**src/rtl/message_scroller.sv**
```systemverilog
// message_scroller
//
// Scrolls a stored message of character codes across a row of active-low
// seven-segment digits. In edit mode (WE=1) the message RAM is written and the
// display is frozen; in scroll mode (WE=0) a prescaler produces one tick every
// TICK_DIV clocks, and each tick pushes the next message character in at
// digit 0 while the older characters move towards digit DIGITS-1.
//
// Ports:
//   clock     sole clock, rising edge
//   Reset_n   asynchronous active-low reset (RAM contents are kept)
//   WE        1 = edit mode, 0 = scroll mode
//   wr_valid  RAM write strobe, only honoured while WE=1
//   wr_addr   RAM write address
//   wr_data   character code to write
//   msg_len   message length, sampled on the first scroll-mode clock
//   pause     1 = freeze prescaler and read pointer
//   Dout      segment bus, digit k in [7k+6:7k], digit 0 = newest character
//   wrap      one-cycle pulse when the last message character is shifted in

module message_scroller #(
    parameter int DIGITS   = 6,
    parameter int DEPTH    = 32,
    parameter int CODE_W   = 5,
    parameter int TICK_DIV = 25_000_000,
    localparam int AW      = $clog2(DEPTH),
    localparam int SEG_W   = 7
) (
    input  logic                      clock,
    input  logic                      Reset_n,
    input  logic                      WE,
    input  logic                      wr_valid,
    input  logic [AW-1:0]             wr_addr,
    input  logic [CODE_W-1:0]         wr_data,
    input  logic [AW:0]               msg_len,
    input  logic                      pause,
    output logic [DIGITS*SEG_W-1:0]   Dout,
    output logic                      wrap
);

    localparam int LW = AW + 1;
    localparam int PW = $clog2(TICK_DIV);
    localparam logic [PW-1:0]    TICK_LAST = PW'(TICK_DIV - 1);
    localparam logic [LW-1:0]    FULL_LEN  = LW'(DEPTH);
    localparam logic [SEG_W-1:0] BLANK     = 7'h7F;

    // Character code to active-low {g,f,e,d,c,b,a} pattern.
    function automatic logic [SEG_W-1:0] decodeSeg(input logic [CODE_W-1:0] code);
        logic [31:0] c;
        logic [SEG_W-1:0] seg;
        c = 32'(code);
        case (c)
            0:       seg = 7'h40;
            1:       seg = 7'h79;
            2:       seg = 7'h24;
            3:       seg = 7'h30;
            4:       seg = 7'h19;
            5:       seg = 7'h12;
            6:       seg = 7'h02;
            7:       seg = 7'h78;
            8:       seg = 7'h00;
            9:       seg = 7'h10;
            10:      seg = 7'h08;
            11:      seg = 7'h03;
            12:      seg = 7'h46;
            13:      seg = 7'h21;
            14:      seg = 7'h06;
            15:      seg = 7'h0E;
            31:      seg = 7'h3F;
            default: seg = BLANK;
        endcase
        return seg;
    endfunction

    logic [CODE_W-1:0]       mem [DEPTH];

    logic                    editSeen;
    logic [LW-1:0]           lenReg;
    logic [PW-1:0]           prescaler;
    logic [AW-1:0]           rdPtr;

    logic                    rdValid;
    logic                    rdLast;
    logic [CODE_W-1:0]       rdCode;

    logic                    decValid;
    logic                    decLast;
    logic [SEG_W-1:0]        decSeg;

    logic [DIGITS*SEG_W-1:0] dispReg;
    logic [DIGITS*SEG_W-1:0] dispShifted;

    logic                    tick;
    logic                    ptrAtEnd;
    logic [LW-1:0]           lenSampled;

    // Tick, end-of-message detect, length clamp and the shifted display image.
    // A zero or oversized length means "use the whole RAM".
    always_comb begin
        tick        = !pause && (prescaler == TICK_LAST);
        ptrAtEnd    = ({1'b0, rdPtr} == (lenReg - LW'(1)));
        lenSampled  = ((msg_len == '0) || (msg_len > FULL_LEN)) ? FULL_LEN : msg_len;
        dispShifted = dispReg << SEG_W;
        dispShifted[SEG_W-1:0] = decSeg;
    end

    // Message RAM: write port only active in edit mode, no reset so the
    // message survives a reset.
    always_ff @(posedge clock) begin
        if (WE && wr_valid) begin
            mem[wr_addr] <= wr_data;
        end
    end

    // Scroll engine. Three registered stages per character: the tick edge
    // issues the RAM read, the next edge registers the decoded pattern, and
    // the edge after that shifts it into the display. editSeen remembers
    // that the previous clock was in edit mode so the first scroll clock can
    // restart everything from a blank display; reset sets it so that a reset
    // during scrolling also restarts cleanly.
    always_ff @(posedge clock or negedge Reset_n) begin
        if (!Reset_n) begin
            editSeen  <= 1'b1;
            lenReg    <= FULL_LEN;
            prescaler <= '0;
            rdPtr     <= '0;
            rdValid   <= 1'b0;
            rdLast    <= 1'b0;
            rdCode    <= '0;
            decValid  <= 1'b0;
            decLast   <= 1'b0;
            decSeg    <= BLANK;
            dispReg   <= '1;
            wrap      <= 1'b0;
        end else begin
            editSeen <= WE;
            if (WE) begin
                // Edit mode: display held, anything in flight is dropped.
                prescaler <= '0;
                rdPtr     <= '0;
                rdValid   <= 1'b0;
                decValid  <= 1'b0;
                wrap      <= 1'b0;
            end else if (editSeen) begin
                lenReg    <= lenSampled;
                prescaler <= '0;
                rdPtr     <= '0;
                rdValid   <= 1'b0;
                decValid  <= 1'b0;
                dispReg   <= '1;
                wrap      <= 1'b0;
            end else begin
                if (!pause) begin
                    prescaler <= tick ? '0 : prescaler + PW'(1);
                end
                rdValid <= tick;
                if (tick) begin
                    rdCode <= mem[rdPtr];
                    rdLast <= ptrAtEnd;
                    rdPtr  <= ptrAtEnd ? '0 : rdPtr + AW'(1);
                end
                decValid <= rdValid;
                decSeg   <= decodeSeg(rdCode);
                decLast  <= rdLast;
                if (decValid) begin
                    dispReg <= dispShifted;
                    wrap    <= decLast;
                end else begin
                    wrap    <= 1'b0;
                end
            end
        end
    end

    assign Dout = dispReg;

endmodule
```
**config.mk**
```make
export PLATFORM = sky130hd
export DESIGN_NAME = message_scroller
export DESIGN_NICKNAME = d
export VERILOG_FILES = /design/src/rtl/message_scroller.sv
export SDC_FILE = /design/constraint.sdc
export NUM_CORES = 1
export LEC_CHECK = 0
export ABC_AREA = 1
export CORE_ASPECT_RATIO = 0.75
export CORE_MARGIN = 1
export CORE_UTILIZATION = 50
export CTS_BUF_LIST = sky130_fd_sc_hd__clkbuf_8
export DETAILED_ROUTE_END_ITERATION = 10
export PLACE_DENSITY = 0.67
export SYNTH_ARGS = -nofsm -noshare
export SYNTH_HDL_FRONTEND = slang
export SYNTH_SLANG_ARGS = --single-unit
```
**constraint.sdc**
```tcl
create_clock -name clock -period 2.2 [get_ports clock]
set_input_delay 0.66 -clock clock [delete_from_list [all_inputs] [get_ports clock]]
set_output_delay 0.66 -clock clock [all_outputs]
set_load 0.05 [all_outputs]
```
# Word level (Yosys, flattened, before mapping)
# Memory sizes are Yosys's and may differ from the RTL's. A register that Yosys moved wholly into a read port is not among the register bits.
# Index checks and enable logic that the tools add are counted.
dict set report word_totals {
  n_memories 2
  out_inout_bits 43
  wordCells 54
  rom_bits 224
  regBits 84
  ramBits 160
  input_bits 21
}
dict set report classes {
  muxes 20
  order_cmp 1
  eq_ne 3
  bitwise_logic 2
  add_sub_neg 3
  reduce_logical 13
}
# memory words word_bits rd rd_clocked_by_memory_dff wr line_no
set mem_list {}
lappend mem_list {{(name not given)} 32 7 1 1 0 52} ;# case (c)
lappend mem_list {mem 32 5 1 1 1 75} ;# logic [CODE_W-1:0] mem [DEPTH];
# operator n
set op_table {}
lappend op_table {{two-way mux 25 bit} 4}
lappend op_table {{two-way mux 42 bit} 2}
lappend op_table {{adder 25 x 1 -> 25 bit, second input constant} 1}
lappend op_table {{equality test 25 bit, second input constant} 1}
lappend op_table {{two-way mux 5 bit} 4}
lappend op_table {{two-way mux 1 bit} 9}
lappend op_table {{equality test 5 x 6 -> 1 bit} 1}
lappend op_table {{greater-than comparator 6 bit, second input constant} 1}
lappend op_table {{logical NOT 6 bit} 1}
lappend op_table {{two-way mux 6 bit} 1}
lappend op_table {{AND reduction 2 bit} 3}
lappend op_table {{subtractor 6 x 1 -> 6 bit, second input constant} 1}
lappend op_table {{adder 5 x 1 -> 5 bit, second input constant} 1}
lappend op_table {{logical NOT 1 bit} 3}
lappend op_table {{!= test 3 x 2 -> 1 bit, second input constant} 1}
lappend op_table {{AND reduction 3 bit} 1}
lappend op_table {{nonzero test 3 bit} 1}
lappend op_table {{logical AND 1 bit} 2}
lappend op_table {{inverter 1 bit} 2}
lappend op_table {{nonzero test 2 bit} 1}
lappend op_table {{logical OR 1 bit} 1}

# Longest topological paths before layout
# Gate-level depths: netlist of the first run.
dict set report logic_depth {
  ltp_word 6
  mapped_depth 13
  ltp_nobuf 12
}

# Least setup slack after synthesis of the first run
# Ideal clock, no wire load.
dict set report synth_path {
  path_kind {input to register}
  start {input WE}
  end {memory mem[0][0], enable pin}
  cell_stages 5
  setup_time_ns 0.340
  setup_slack_ns 0.451
  arrival_ns 1.410
  required_time_ns 1.860
  path_buffers 1
  path_cell_list {buf_4 -> nand2_1 -> inv_1 -> nand3_1 -> nor2_1}
}
dict set report synth_between {
  elab_chain_cells 3
}
# item line_no
set synth_lines {}
lappend synth_lines {{from (decl)} 31} ;# input logic WE,
lappend synth_lines {{logical AND 1 bit} 110} ;# if (WE && wr_valid) begin
lappend synth_lines {{two-way mux 1 bit} 110}
lappend synth_lines {{two-way mux 1 bit (implied by the code)} 111} ;# mem[wr_addr] <= wr_data;
lappend synth_lines {{to (decl)} 75}
# No other way between the ends.

# Worst setup path after layout of the first run
dict set report layout_path {
  start {register wrap}
  end {output wrap}
}
# item line_no
set layout_lines {}
lappend layout_lines {{from (decl)} 38} ;# output logic wrap
lappend layout_lines {{from (signal assigned)} 167} ;# wrap <= decLast;
# No word-level cell between the ends.

==> results.md, run 1 <==
- Outcome: complete, no violations
- Via total after detailed routing: 8913
- Unique cell type count in the Yosys netlist: 40
- # hold bufs at CTS: 0
- Pre-CTS setup slack: -94.0 ps
- Detailed-placement wirelength estimate: 18600 um
- 1st-iter DRT viols: roughly 800
- RSZ-0062 raised after global routing: no
- CTS root buf: sky130_fd_sc_hd__clkbuf_8
- Inserted Clock Buffers: 42
- Max Fclk: between 400 and 500 MHz
- Clock sink count: 256
- Post-cts gate resize count: 1
- Wire length per cell: 16.5 um
- Nature of the critical path endpoint: primary output
- Clock latency of the later-clocked register in the worst-skew pair: 540 ps
- Effective utilization at floorplan: 0.508
- Reg-to-reg endpoint: rdPtr[1]
- Top-level port count: 64
- Worst hold slack across all endpoints: between 70 and 80 ps
- Met2 usage in global routing: 0.338
- Bufs and invs on worst path: 1
- Worst supply voltage drop on vdd: around 0.44 mV
- First element of the critical path: wrap
- Most used routing layer: met1
- R2R depth: 10
- Instance area after placement: between 10000 and 15000 um^2
- Data arrival, critical path: ~1400 ps
- Number of port buffers: 63
- Number of nets in the finished design: 1398
- Met3 capacity usage during global routing: 0.0403
- Synth Instances: 1224
- Via density per instance: about 5.3
- Sequential-to-total area share from yosys stat: 0.622
- Maximum number of pins on one net before global-route repair: 56
- Core area: 23000 um^2
- Final Critical Period: 2040 ps
- Critical R2R Launch: lenReg[0]
- Most common library cell in the layout ignoring fill and taps: sky130_fd_sc_hd__nand2_1
- Chip Height: between 100 and 150 um
- Design Area, Final: 13900 um^2
- Path type of the worst setup path: register to primary output
- Class of the tightest hold or removal check: primary input to asynchronous set/reset pin
- Worst-case setup margin in the final layout: 157 ps
- TritonRoute pass-1 iters: 5
- Area growth from synthesis to final layout: 18.9%
- Static leakage power: 5.75 nW
- Initial antenna violation count: 0
- Wirelength, routed: 28000 um
- Delay-heaviest family, CP: buffers and inverters
- Kind of start point of the critical path: register
- Transition time at the pin with the least slew margin: ~550 ps
- Largest stage delay on the critical path: 520 ps
- Slew Limit Headroom: 0.636
- Proportion of layout cells with a drive suffix above 1: 0.195
- Fraction of post-synthesis cell area in the top cell type by area: 0.411
- Number of max-cap violations: 0
- Met1 routing resource usage after global routing: 0.384
- Tcrit/Tclk final: 0.929
- Number of antenna-violating nets in the routed design: 0
- Area of the die: 24000 um^2
- Clock Skew: 17.6 ps
- Yosys reg bits: 256
- Number of diodes added for antenna fixing: 0
- Largest cells by area after synthesis: sky130_fd_sc_hd__edfxtp_1, sky130_fd_sc_hd__dfstp_2, sky130_fd_sc_hd__dfrtp_1, sky130_fd_sc_hd__nand2_1, sky130_fd_sc_hd__nand3_1
- Cell with the largest stage delay on the worst path: sky130_fd_sc_hd__dlygate4sd2_1
- Last weighted congestion value of the routability-driven placer: 0.903
- Overall fraction of global-route tracks in use: 0.243
- Worst setup slack for register-to-register paths: 430 ps
- WP data required: between 1500 and 2000 ps
- Commonest cells after routing, fill and taps aside: sky130_fd_sc_hd__nand2_1, sky130_fd_sc_hd__edfxtp_1, sky130_fd_sc_hd__nor2_1, sky130_fd_sc_hd__nand3_1, sky130_fd_sc_hd__buf_4
- Clock Tree Buf Depth: 3
- WP depth: 1
- Final setup violation count: 0
- X dimension of the die: approximately 180 um
- Count of filler cells inserted in the layout: 1976
- CTS tree: done
- Final routed DRC violation total: 0
- Average cell area after synthesis: approximately 9.6 um^2
- Final Core Density: 0.605
- Number of placement rows: 48
- Remaining Overflow, GRT: 0
- CTS clk-pin slew, worst paths: roughly 60 ps
- H-Tree Depth: 2
- Post-Syn Area: 11700 um^2
- Number of global-route vias before repair: 8521
- Critical path, cell by cell: dlygate4sd2_1
- Critical Path Fanout Max: 1
- Yosys top cell by area: sky130_fd_sc_hd__edfxtp_1
- Count of pins over their slew limit: 0
- Total power per unit cell area: slightly below 700 nW/um^2
- Hold Fails Final Rpt: 0
- Number of nets in the synthesized netlist: 1255
- Yosys synthesis warning count: 0
- Post-CTS setup-driven buffer insertion count: 0
- First-pass GRT wire length: about 45000 um
-- registers in the layout, indices dropped and copies added (netlist names) --
signal	count
prescaler	25
decLast	1
rdPtr	5
decValid	1
Dout	42
wrap	1
rdLast	1
rdCode	5
mem	160
lenReg	6
editSeen	1
rdValid	1
decSeg	7
-- synth_stat cells, drive strengths merged --
library cell	count
and3	1
nor2	154
nand3	140
buf	23
dfrtp	45
o211a	1
o22a	1
xnor3	1
a31oi	6
edfxtp	160
nand2	282
a21oi	35
nand4	14
a211oi	1
inv	125
xor2	7
o211ai	11
nand3b	1
clkbuf	33
nor3b	2
a22oi	1
o21ai	94
xnor2	2
dfstp	51
nor3	17
ha	10
nor4	2
o22ai	4
-- power by group --
| group | switching (mW) | total [mW] | internal, mW |
|---|---|---|---|
| clock network | 1.84 | 4.00 | 2.15 |
| registers | 0.0309 | 5.23 | 5.20 |
| logic | 0.271 | 0.418 | 0.147 |
| total | 2.14 | 9.64 | 7.50 |
-- area by class of cell --
class                   count  area (um^2)  area share
clock inverters            26          166      0.0120
well taps                 300          375      0.0270
multi-input cells         787         3710       0.267
repair buffers            155         1290      0.0926
inverters                 125          469      0.0337
clock buffers              46          633      0.0455
flip-flops and latches    256         7270       0.523
-- kinds of logic (layout without fill, tap and decap cells) --
kind of cell               count (synthesis)  count (layout)  synth area share
AOI/OAI and AO/OA                        154             154            0.0705
xor gates and xnor gates                  10              10           0.00867
adders and majority gates                 10              10            0.0107
buffers and inverters                    181             352            0.0620
DFF                                      256             256             0.622
and+or+nand+nor                          613             613             0.226
-- per-layer routing --
layer  share of wire  up-vias
li1                -     4362
met2            0.41      288
met1            0.50     4211
met4           0.022        0
met3           0.064       52
met5               0        -
-- through the flow --
stage / power (mW) / cells / TNS (ps)
after floorplan: 5.49 / 1224 / 0
after global placement: 5.73 / 1623 / -3870
after detailed placement: 5.74 / 1623 / -5890
after CTS: 9.75 / 1695 / 0
after global routing: 9.99 / 1695 / 0
final: 9.64 / 1695 / 0
-- worst max path at each step --
| stage | end | slack [ps] |
|---|---|---|
| 5_1_grt | wrap | 90 |
| 3_3_place_gp | mem[17][3] | -80 |
| 3_5_place_dp | prescaler[7] | -90 |
| 6_report | wrap | 160 |
| 4_1_cts | wrap | 110 |
| 2_1_floorplan | mem[0][0] | 450 |
Note: power is estimated with default switching activity, not from simulation.
==> run 2: changes to the inputs <==
--- a/config.mk
+++ b/config.mk
@@ -6,7 +6,7 @@
 export NUM_CORES = 1
 export LEC_CHECK = 0
 export ABC_AREA = 1
-export CORE_ASPECT_RATIO = 0.75
+export CORE_ASPECT_RATIO = 1.4
 export CORE_MARGIN = 1
 export CORE_UTILIZATION = 50
 export CTS_BUF_LIST = sky130_fd_sc_hd__clkbuf_8
==> run 2 against run 1 <==
Worst hold slack got worse by 20 ps. Fmax increased by 0.54%. Largest cell class unchanged. Highest routed layer unchanged. Largest power group unchanged. Utilization increased by 0.83 points. Clock-buffer cell count decreased by 1. Sequential share of layout area decreased by 0.18 points.
==> results.md, run 2 (synthesized netlist as in run 1, its figures left out) <==
- Top-level port count: 64 (unchanged)
- Instance area after placement: 13100 um^2 (about the same)
- Clock Skew: 18.2 ps (+0.590 ps)
- Commonest cells after routing, fill and taps aside: sky130_fd_sc_hd__nand2_1, sky130_fd_sc_hd__edfxtp_1, sky130_fd_sc_hd__nor2_1, sky130_fd_sc_hd__nand3_1, sky130_fd_sc_hd__inv_1
- Setup TNS: 0 ps (unchanged)
- Delay-heaviest family, CP: buffers and inverters
- X dimension of the die: 131 um (-27%)
- Wire length per cell: 16.1 um (-2.3%)
- Via density per instance: 5.26 (about the same)
- Worst supply voltage drop on vdd: 0.613 mV (+41%)
- WP data required: 1540 ps (about the same)
- WP depth: 1 (unchanged)
- Class of the tightest hold or removal check: primary input to asynchronous set/reset pin
- Data arrival, critical path: 1370 ps (about the same)
- Most used routing layer: met2
- Kind of start point of the critical path: register
- Critical path, cell by cell: dlygate4sd2_1
- 1st-iter DRT viols: 582 (-26%)
- RSZ-0062 raised after global routing: no
- Core area: 22800 um^2 (-1.0%)
- Met1 routing resource usage after global routing: 0.262 (-0.122)
- Maximum number of pins on one net before global-route repair: 69 (+23%)
- Area growth from synthesis to final layout: 19.4%
- Slew Limit Headroom: 0.671 (+0.0352)
- CTS clk-pin slew, worst paths: 70 ps (about the same)
- TritonRoute pass-1 iters: 5 (unchanged)
- CTS root buf: sky130_fd_sc_hd__clkbuf_8
- Final setup violation count: 0 (unchanged)
- Total power per unit cell area: 705 nW/um^2 (+1.7%)
- Wirelength, routed: 27200 um (-2.7%)
- Static leakage power: 5.72 nW (-0.49%)
- Clock latency of the later-clocked register in the worst-skew pair: 540 ps (about the same)
- Detailed-placement wirelength estimate: 18500 um (-0.70%)
- Initial antenna violation count: 0 (unchanged)
- Number of nets in the finished design: 1388 (-0.72%)
- Pre-CTS setup slack: -161 ps (-66.6 ps)
- Outcome: complete, no violations
- R2R depth: 11 (+1)
- H-Tree Depth: 2 (unchanged)
- Max Fclk: 492 MHz (+0.54%)
- Hold Fails Final Rpt: 0 (unchanged)
- CTS tree: done
- Via total after detailed routing: 8881 (-0.36%)
- Number of antenna-violating nets in the routed design: 0 (unchanged)
- Proportion of layout cells with a drive suffix above 1: 0.195 (-0.000458)
- Clock sink count: 256 (unchanged)
- Transition time at the pin with the least slew margin: 493 ps (-52.2 ps)
- Met3 capacity usage during global routing: 0.0354 (-0.00488)
- Area of the die: 24000 um^2 (about the same)
- Number of diodes added for antenna fixing: 0 (unchanged)
- Number of max-cap violations: 0 (unchanged)
- Path type of the worst setup path: register to primary output
- Effective utilization at floorplan: 0.514 (+0.00514)
- Number of flip-flops under the largest register name: 160 (unchanged)
- Post-CTS setup-driven buffer insertion count: 0 (unchanged)
- Final routed DRC violation total: 0 (unchanged)
- Bufs and invs on worst path: 1 (unchanged)
- Number of global-route vias before repair: 8872 (+4.1%)
- Chip Height: 183 um (+36%)
- Met2 usage in global routing: 0.431 (+0.0928)
- Nature of the critical path endpoint: primary output
- Worst hold slack across all endpoints: 53.1 ps (-20.0 ps)
- First-pass GRT wire length: 43900 um (-2.6%)
- Count of pins over their slew limit: 0 (unchanged)
- Number of placement rows: 65 (+35%)
- Cell with the largest stage delay on the worst path: sky130_fd_sc_hd__dlygate4sd2_1
- Design Area, Final: 14000 um^2 (+0.35%)
- Tcrit/Tclk final: 0.924 (-0.00496)
- Top reg by flops: mem
- Number of port buffers: 63 (unchanged)
- Overall fraction of global-route tracks in use: 0.234 (-0.00867)
- Remaining Overflow, GRT: 0 (unchanged)
- Critical Path Fanout Max: 1 (unchanged)
- Last weighted congestion value of the routability-driven placer: 0.929 (+3.0%)
- Most common library cell in the layout ignoring fill and taps: sky130_fd_sc_hd__nand2_1
- Worst-case setup margin in the final layout: 168 ps (+10.9 ps)
- Final Critical Period: 2030 ps (-10.9 ps)
- Clock Tree Buf Depth: 3 (unchanged)
- Largest stage delay on the critical path: 520 ps (about the same)
- Inserted Clock Buffers: 40 (-4.8%)
==> run 2: cell count changes in the layout (fill, tap and decap cells not counted), sizes merged <==
cell,change
clkinvlp,+2
clkbuf,-1
inv,-7
buf,-8
bufinv,+2
clkinv,+5
==> run 2: path summary, 6_finish.rpt <==
kind,startpoint,endpoint,slack (ps)
setup / recovery,wrap,wrap,170
setup reg to reg,rdPtr[0],rdCode[1],280
hold reg to reg,decSeg[6],decSeg[6],470
max in group asynchronous,Reset_n,Dout[10],1520
hold / removal,Reset_n,lenReg[1],50
min in group clock,decSeg[6],decSeg[6],470
==> run 2: routing by layer <==
layer  share of wire  wire (um)  up-vias
li1                -          -     4355
met1            0.39      10600     4175
met2            0.52      14200      268
met3           0.045       1220       83
met4           0.045       1230        0
met5               0          0        -
==> run 2: final cells by class <==
| cell class | instances | area, um^2 |
|---|---|---|
| fill | 1965 | 8810 |
| multi-input combinational | 787 | 3710 |
| sequential | 256 | 7270 |
| inverter | 125 | 469 |
| timing repair buffer | 147 | 1280 |
| clock inverter | 28 | 238 |
| clock buffer | 45 | 619 |
| tap | 301 | 377 |
==> run 2: per-stage QoR <==
step | power [mW] | util | instances
3_5_place_dp | 5.74 | 0.575 | 1616
6_report | 9.84 | 0.613 | 1689
2_1_floorplan | 5.49 | - | 1224
3_3_place_gp | 5.73 | 0.575 | 1616
5_1_grt | 10.2 | 0.613 | 1689
4_1_cts | 9.96 | 0.613 | 1689
==> run 2: worst reg2reg max path, stage by stage (launching register included) <==
cell and delay (ps):
sky130_fd_sc_hd__dfrtp_2 590, sky130_fd_sc_hd__inv_2 150, sky130_fd_sc_hd__buf_12 280, sky130_fd_sc_hd__nand2_1 120, sky130_fd_sc_hd__nand3_1 150, sky130_fd_sc_hd__nand3_1 130
sky130_fd_sc_hd__nand3_1 100, sky130_fd_sc_hd__nand2_1 70, sky130_fd_sc_hd__nand2_1 60, sky130_fd_sc_hd__nand2_1 60, sky130_fd_sc_hd__nand2_1 50, sky130_fd_sc_hd__nand2_1 40
==> run 2: what timing repair did <==
item / in CTS / in global routing
gates resized for setup: 1 / 0
endpoints found under the setup margin: 1 / 0
hold buffers: 0 / 0
==> run 2: power by group <==
group / switching (mW) / internal, mW / total (mW)
clock network: 1.83 / 2.37 / 4.20
registers: 0.0299 / 5.20 / 5.23
logic: 0.261 / 0.153 / 0.414
==> run 3: changes to the inputs <==
--- a/config.mk
+++ b/config.mk
@@ -11,7 +11,10 @@
 export CORE_UTILIZATION = 50
 export CTS_BUF_LIST = sky130_fd_sc_hd__clkbuf_8
 export DETAILED_ROUTE_END_ITERATION = 10
+export MAX_ROUTING_LAYER = met4
 export PLACE_DENSITY = 0.67
+export REMOVE_ABC_BUFFERS = 1
+export SLEW_MARGIN = 15
 export SYNTH_ARGS = -nofsm -noshare
 export SYNTH_HDL_FRONTEND = slang
 export SYNTH_SLANG_ARGS = --single-unit
==> run 3 against run 2 <==
Power down 3.4%. Via count fell by 0.93%. Non-clock buffer count shrank 2. Global-route usage grew 0.59 points. First-iteration DRC count fell by 15%.
==> results.md, run 3 (synthesized netlist as in run 1, its figures left out) <==
- Initial antenna violation count: 0 (unchanged)
- Final standard cell count with taps included and fillers excluded: 1687 (-0.12%)
- Transition time at the pin with the least slew margin: 486 ps (-7.38 ps)
- CTS root buf: sky130_fd_sc_hd__clkbuf_8
- Clock Skew: 19.7 ps (+1.43 ps)
- Number of placement rows: 65 (unchanged)
- Number of cells after detailed placement: 1614 (-0.12%)
- Hold Fails Final Rpt: 0 (unchanged)
- Core area: 22800 um^2 (unchanged)
- X dimension of the die: 131 um (unchanged)
- Inserted Clock Buffers: 40 (unchanged)
- Design Area, Final: 13900 um^2 (-0.56%)
- Number of diodes added for antenna fixing: 0 (unchanged)
- # hold bufs at CTS: 0 (unchanged)
- Max Fclk: 488 MHz (-0.79%)
- Class of the tightest hold or removal check: primary input to asynchronous set/reset pin
- 1st-iter DRT viols: 495 (-15%)
- Largest stage delay on the critical path: 520 ps (about the same)
- Area growth from synthesis to final layout: 18.7%
- Data arrival, critical path: 1390 ps (+20 ps)
- Number of antenna-violating nets in the routed design: 0 (unchanged)
- Number of max-cap violations: 0 (unchanged)
- Worst setup slack for register-to-register paths: 400 ps (+120 ps)
- Critical Path Fanout Max: 1 (unchanged)
- Effective utilization at floorplan: 0.514 (unchanged)
- TritonRoute pass-1 iters: 5 (unchanged)
- Cell with the largest stage delay on the worst path: sky130_fd_sc_hd__dlygate4sd2_1
- Area of the die: 24000 um^2 (unchanged)
- Final setup violation count: 0 (unchanged)
- Number of port buffers: 63 (unchanged)
- Wire length per cell: 15.9 um (-1.3%)
- Detailed-placement wirelength estimate: 18200 um (-1.4%)
- Number of global-route vias before repair: 8966 (+1.1%)
- Number of nets in the finished design: 1386 (-0.14%)
- Number of flip-flops under the largest register name: 160 (unchanged)
- Outcome: complete, no violations
- First-pass GRT wire length: 44100 um (+0.47%)
- Post-cts gate resize count: 1 (unchanged)
- Pre-CTS setup slack: -230 ps (-69.4 ps)
- Clock Tree Buf Depth: 3 (unchanged)
- Final Core Density: 0.610 (-0.00346)
- Wirelength, routed: 26800 um (-1.4%)
- Overall fraction of global-route tracks in use: 0.240 (+0.00590)
- Top reg by flops: mem
- Remaining Overflow, GRT: 0 (unchanged)
- Path type of the worst setup path: register to primary output
- Clock latency of the later-clocked register in the worst-skew pair: 540 ps (about the same)
- Top-level port count: 64 (unchanged)
- Setup TNS: 0 ps (unchanged)
- Via density per instance: 5.22 (-0.82%)
- Via total after detailed routing: 8798 (-0.93%)
- Nature of the critical path endpoint: primary output
- Commonest cells after routing, fill and taps aside: sky130_fd_sc_hd__nand2_1, sky130_fd_sc_hd__edfxtp_1, sky130_fd_sc_hd__nor2_1, sky130_fd_sc_hd__nand3_1, sky130_fd_sc_hd__inv_1
- Total power per unit cell area: 685 nW/um^2 (-2.8%)
- CTS clk-pin slew, worst paths: 60 ps (about the same)
- Kind of start point of the critical path: register
- Chip Height: 183 um (unchanged)
- CTS tree: done
- H-Tree Depth: 2 (unchanged)
- Clock sink count: 256 (unchanged)
- RSZ-0062 raised after global routing: no
- Instance area after placement: 13100 um^2 (about the same)
- Final Critical Period: 2050 ps (+16.1 ps)
- Worst-case setup margin in the final layout: 152 ps (-16.1 ps)
- WP data required: 1540 ps (about the same)
- Tcrit/Tclk final: 0.931 (+0.00734)
- Final routed DRC violation total: 0 (unchanged)
- Overall power of the completed layout: 9.51 mW (-3.4%)
- Bufs and invs on worst path: 1 (unchanged)
- Critical path, cell by cell: dlygate4sd2_1
- Static leakage power: 5.73 nW (+0.12%)
- Post-CTS setup-driven buffer insertion count: 0 (unchanged)
- Delay-heaviest family, CP: buffers and inverters
- Maximum number of pins on one net before global-route repair: 53 (-23%)
- Worst hold slack across all endpoints: 210 ps (+157 ps)
- Proportion of layout cells with a drive suffix above 1: 0.188 (-0.00693)
- Worst supply voltage drop on vdd: 0.453 mV (-26%)
- Most common library cell in the layout ignoring fill and taps: sky130_fd_sc_hd__nand2_1
- Count of pins over their slew limit: 0 (unchanged)
- Slew Limit Headroom: 0.677 (+0.00621)
- Last weighted congestion value of the routability-driven placer: 0.921 (-0.93%)
run 3: changes by cell type in the layout (fill, tap and decap cells not counted):
cell                         change
sky130_fd_sc_hd__buf_12          +1
sky130_fd_sc_hd__bufinv_16       -2
sky130_fd_sc_hd__clkinv_8        +1
sky130_fd_sc_hd__clkinv_1        -2
sky130_fd_sc_hd__clkbuf_8        -2
sky130_fd_sc_hd__buf_4           -3
sky130_fd_sc_hd__inv_1          +10
sky130_fd_sc_hd__clkinv_2        -1
sky130_fd_sc_hd__clkinvlp_4      -4
run 3: metal layers:
metal,GRT usage,vias to the layer above,wire [um]
li1,-,4346,-
met1,0.258,4106,10400
met2,0.431,249,14100
met3,0.0329,97,1160
met4,0.127,0,1240
met5,-,-,0
run 3: final cells by class:
cell class	instances	area [um^2]
clock inverters	30	189
inverters	125	469
repair buffers	145	1270
flip-flops and latches	256	7270
fillers	1962	8890
clock buffers	43	592
well taps	301	377
multi-input cells	787	3710
run 3: report_power, final:
part / total, mW / internal [mW] / switching (mW)
Combinational: 0.419 / 0.156 / 0.263
Clock: 3.86 / 2.06 / 1.80
Sequential: 5.23 / 5.20 / 0.0313
run 3: worst paths after layout:
check / start / endpoint / cells past startpoint
max: wrap / wrap / 1
min: Reset_n / Dout[12] / 1
max reg2reg: lenReg[0] / rdPtr[1] / 10
min reg2reg: decSeg[6] / decSeg[6] / 2
max in group asynchronous: Reset_n / Dout[1] / 2
min in group clock: decSeg[6] / decSeg[6] / 2
